### config.mk
export PLATFORM = sky130hd
export DESIGN_NAME = fu_wb_scheduler
export DESIGN_NICKNAME = d
export VERILOG_FILES = /design/src/rtl/fu_wb_scheduler.sv
export SDC_FILE = /design/constraint.sdc
export NUM_CORES = 1
export LEC_CHECK = 0
export BUFFER_PORTS_ARGS = -buffer_cell sky130_fd_sc_hd__buf_4
export CELL_PAD_IN_SITES_DETAIL_PLACEMENT = 0
export CELL_PAD_IN_SITES_GLOBAL_PLACEMENT = 1
export CORE_ASPECT_RATIO = 0.6
export CORE_MARGIN = 3
export CORE_UTILIZATION = 30
export DETAILED_ROUTE_END_ITERATION = 8
export PLACE_DENSITY = 0.79
export SLEW_MARGIN = 25
export SYNTH_ARGS = -nofsm -noshare
export SYNTH_HDL_FRONTEND = slang
export SYNTH_SLANG_ARGS = --single-unit
### constraint.sdc
create_clock -name clk -period 1.1 [get_ports clk]
set_input_delay 0.22 -clock clk [delete_from_list [all_inputs] [get_ports clk]]
set_output_delay 0.22 -clock clk [all_outputs]
set_load 0.01 [all_outputs]
### src/rtl/fu_wb_scheduler.sv
// rtl/fu_wb_scheduler.sv - per-lane timing-wheel writeback/wakeup scheduler with busy tracking
// Optional early (one-cycle-ahead) wakeup hint enabled by defining RS_EARLY_WAKEUP_EN.
module fu_wb_scheduler #(
  parameter int                       ISSUE_WIDTH = 4,
  parameter int                       PRF_WIDTH   = 7,
  parameter logic [4*ISSUE_WIDTH-1:0] LANE_LAT    = {ISSUE_WIDTH{4'd1}},
  parameter logic [ISSUE_WIDTH-1:0]   LANE_PIPE   = {ISSUE_WIDTH{1'b1}}
) (
  input  logic                   clk,
  input  logic                   rst_n,
  input  logic                   pipe_flush,
  input  logic [ISSUE_WIDTH-1:0] issue_valid,
  input  logic [ISSUE_WIDTH-1:0] issue_dest_valid,
  input  logic [PRF_WIDTH-1:0]   issue_dest_prn [0:ISSUE_WIDTH-1],
  output logic [ISSUE_WIDTH-1:0] lane_ready,
  output logic [ISSUE_WIDTH-1:0] writeback_valid,
  output logic [PRF_WIDTH-1:0]   writeback_prn [0:ISSUE_WIDTH-1],
  output logic [ISSUE_WIDTH-1:0] early_wb_valid,
  output logic [PRF_WIDTH-1:0]   early_wb_prn [0:ISSUE_WIDTH-1]
);

  localparam int SLOTS = 15;

  genvar gl;
  generate
    for (gl = 0; gl < ISSUE_WIDTH; gl++) begin : g_lane
      localparam logic [3:0] LAT_ENC = LANE_LAT[4*gl +: 4];
      // An encoded latency of 0 behaves as a single-cycle lane.
      localparam int         LAT     = (LAT_ENC == 4'd0) ? 1 : int'(LAT_ENC);

      logic [SLOTS-1:0]     slot_valid;
      logic [PRF_WIDTH-1:0] slot_prn [SLOTS];
      logic                 accept;

      assign accept = issue_valid[gl] & lane_ready[gl] & ~pipe_flush;

      // Slot k means "writes back k cycles from now"; the wheel advances every edge.
      always_ff @(posedge clk or negedge rst_n) begin
        if (!rst_n) begin
          slot_valid <= '0;
          for (int k = 0; k < SLOTS; k++) begin
            slot_prn[k] <= '0;
          end
        end else begin
          for (int k = 0; k < SLOTS-1; k++) begin
            slot_valid[k] <= slot_valid[k+1] & ~pipe_flush;
            slot_prn[k]   <= slot_prn[k+1];
          end
          slot_valid[SLOTS-1] <= 1'b0;
          if (accept) begin
            slot_valid[LAT-1] <= issue_dest_valid[gl];
            slot_prn[LAT-1]   <= issue_dest_prn[gl];
          end
        end
      end

      assign writeback_valid[gl] = slot_valid[0];
      assign writeback_prn[gl]   = slot_prn[0];

`ifdef RS_EARLY_WAKEUP_EN
      assign early_wb_valid[gl] = slot_valid[1];
      assign early_wb_prn[gl]   = slot_prn[1];
`else
      assign early_wb_valid[gl] = 1'b0;
      assign early_wb_prn[gl]   = '0;
`endif

      if (LANE_PIPE[gl]) begin : g_pipe
        assign lane_ready[gl] = 1'b1;
      end else begin : g_npipe
        logic [3:0] busy_cnt;

        // Counter reaches 0 in the same cycle the op writes back, allowing back-to-back issue.
        always_ff @(posedge clk or negedge rst_n) begin
          if (!rst_n) begin
            busy_cnt <= 4'd0;
          end else if (pipe_flush) begin
            busy_cnt <= 4'd0;
          end else if (accept) begin
            busy_cnt <= 4'(LAT - 1);
          end else if (busy_cnt != 4'd0) begin
            busy_cnt <= busy_cnt - 4'd1;
          end
        end

        assign lane_ready[gl] = (busy_cnt == 4'd0);
      end
    end
  endgenerate

endmodule

==> flow_summary_export.csv <==
group,metric,value,unit
run_status,status,"completed",
worst_hold_path,hp-class,"primary input to flip-flop",
timing,hold_viol_final,0,
worst_hold_path,hold_start,"issue_dest_valid[3]",
critical_path,end_kind,"output port",
die,die-area,5600,µm²
clock_network,cts_resized,0,
detailed_routing,vias,899,
layout,drive_above_1_share,0.609,
timing,whs,208,ps
power,vdd_ir_drop_max,0.460,mV
clock_network,clkTransAtPathRegs,70,ps
critical_path,path_class,"flip-flop to output port",
timing,fin_crit_sh,0.922,
detailed_routing,initialDrtViolationCount,16,
synthesis,synth_area,1410,µm²
synthesis,synthTopCellsByArea,"dfrtp_1, and3b_2, buf_4",
synthesis,async_flop_share,1.00,
clock_network,cts_made_buffers,5,
layout,area_growth_syn_to_layout,39.6,%
die,io_pins,107,
worst_hold_path,whs_endpoint,"g_lane[3].slot_valid[0]",
worst_hold_path,hold_depth,2,
global_route,grt_pass1_wl,4360,µm
detailed_routing,drt_wl_total,3000,µm
layout,regArea,801,µm²
power,power_density,1350,nW/µm²
detailed_routing,routedWlPerCell,12.5,µm
critical_path,cp.required,880,ps
synthesis,synth_edf_count,0,
timing,setup_viol_count_final,0,
critical_path,crit_arrival,790,ps
die,dieWidth,94.6,µm
synthesis,avgSynthCellArea,13.5,µm²
timing,finalWorstSetupSlack,85.9,ps
clock_network,cts_tree,"done",
synthesis,synthTopCellsByCount,"buf_4, and3b_2, dfrtp_1, buf_2, conb_1",
layout,finalNetCount,217,
die,core,4320,µm²
timing,fmax,986,MHz
timing,finalCriticalPeriod,1010,ps
die,num_rows,18,
detailed_routing,drt-vias-per-instance,3.76,
synthesis,yosysSeqAreaShare,0.566,
critical_path,slowest_stage,"dfrtp_1",
layout,antennaDiodeCount,0,
timing,rsz0062_at_grt,"no",
synthesis,yosysTopAreaCell,"dfrtp_1",
place,post-place-ws,266,ps
global_route,grt_pass1_vias,910,
synthesis,ys_warn_count,28,
clock_network,cts_hold_buf,1,
timing,slew_violations,0,
synthesis,synth_cell_types,5,
critical_path,critPathLaunchType,"flip-flop",
detailed_routing,drc_errors,0,
critical_path,worstPathMaxFanout,1,
job,drv_cap,0,
critical_path,cp_top_family,"flip-flops",
global_route,grt_max_degree,33,
place,io_buffers,70,
clock_network,postCtsSetupRepairBufs,0,
timing,tns,0,ps
critical_path,crit_chain,"buf_4",
critical_path,crit_cells,1,
synthesis,synth_seq_cells,32,
synthesis,yosysMostFrequentCell,"buf_4",
synthesis,yosys.area.top_type_share,0.566,
global_route,grt_usage,0.105,
place,place_congestion,0.664,
clock_network,htreeDepth,2,
layout,multiInputGateArea,455,µm²
detailed_routing,postRouteAntennaNets,0,
power,p_leak,1.17,nW
synthesis,ys.flop_type,"dfrtp_1",
die,start_util,0.327,
clock_network,clkSinkCount,32,
synthesis,synthCells,105,
detailed_routing,drt_pre_antenna_iters,2,
layout,nFillCells,416,
place,hpwl,2330,µm
global_route,antenna_found_initial,0,
clock_network,clk_path_buf_depth,2,
clock_network,cts-root-buf,"clkbuf_8",
global_route,gr-total-overflow,0,
critical_path,cp_num_buf_inv,1,
critical_path,critPathMaxStageDelay,380,ps
die,die_h,59.2,µm
==> cells by family (layout without fill, tap and decap cells) <==
kind of cell,count (synthesis),count (layout),share of synthesized area
buffers and inverters,39,79,0.202
other,2,36,0.00531
DFF,32,32,0.566
and+or+nand+nor,32,32,0.227
==> cell type report <==
class | count | area share
Sequential cell | 32 | 0.406
Timing Repair Buffer | 71 | 0.271
Clock inverter | 2 | 0.0177
Clock buffer | 6 | 0.0368
Tap cell | 60 | 0.0380
Multi-Input combinational cell | 68 | 0.231
==> how the worst max path moves through the flow <==
stage,start,end
floorplan,pipe_flush,g_lane[1].slot_valid[0]
global placement,pipe_flush,writeback_prn[19]
detailed placement,pipe_flush,writeback_prn[25]
CTS,g_lane[1].slot_valid[0],writeback_valid[1]
global route,writeback_prn[18],writeback_prn[18]
finish,writeback_prn[25],writeback_prn[25]
==> power breakdown <==
part	switching (mW)	total (mW)	internal (mW)	leakage, nW
sequential	0.0128	1.23	1.22	0.430
combinational	0.171	0.354	0.183	0.683
clock	0.413	1.08	0.672	0.0552
==> metrics by stage <==
| step | utilization | std cells | power (mW) | cell area [µm²] |
|---|---|---|---|---|
| floorplan | - | 139 | 1.49 | 1540 |
| global placement | 0.429 | 230 | 1.60 | 1860 |
| detailed placement | 0.429 | 230 | 1.61 | 1860 |
| CTS | 0.457 | 239 | 2.71 | 1970 |
| global route | 0.457 | 239 | 2.80 | 1970 |
| finish | 0.457 | 239 | 2.67 | 1970 |
==> per-layer routing <==
metal | up-vias | part of all wire | track usage
li1 | 416 | - | -
met1 | 414 | 0.42 | 0.130
met2 | 69 | 0.44 | 0.163
met3 | 0 | 0.15 | 0.0495
met4 | 0 | 0 | 0.0308
met5 | - | 0 | 0
==> registers in the layout (all words and copies together) (netlist names) <==
register and cells:
writeback_prn 28, g_lane.slot_valid 4
==> placed cells by master, fill, tap and decap left out, drive strengths merged <==
cell type	synthesis	final
dlygate4sd3	0	1
and3b	32	32
dfrtp	32	32
conb	2	36
clkbuf	0	6
clkinv	0	1
bufinv	0	1
buf	39	70
No activity file was read; power rests on OpenSTA's default activity.
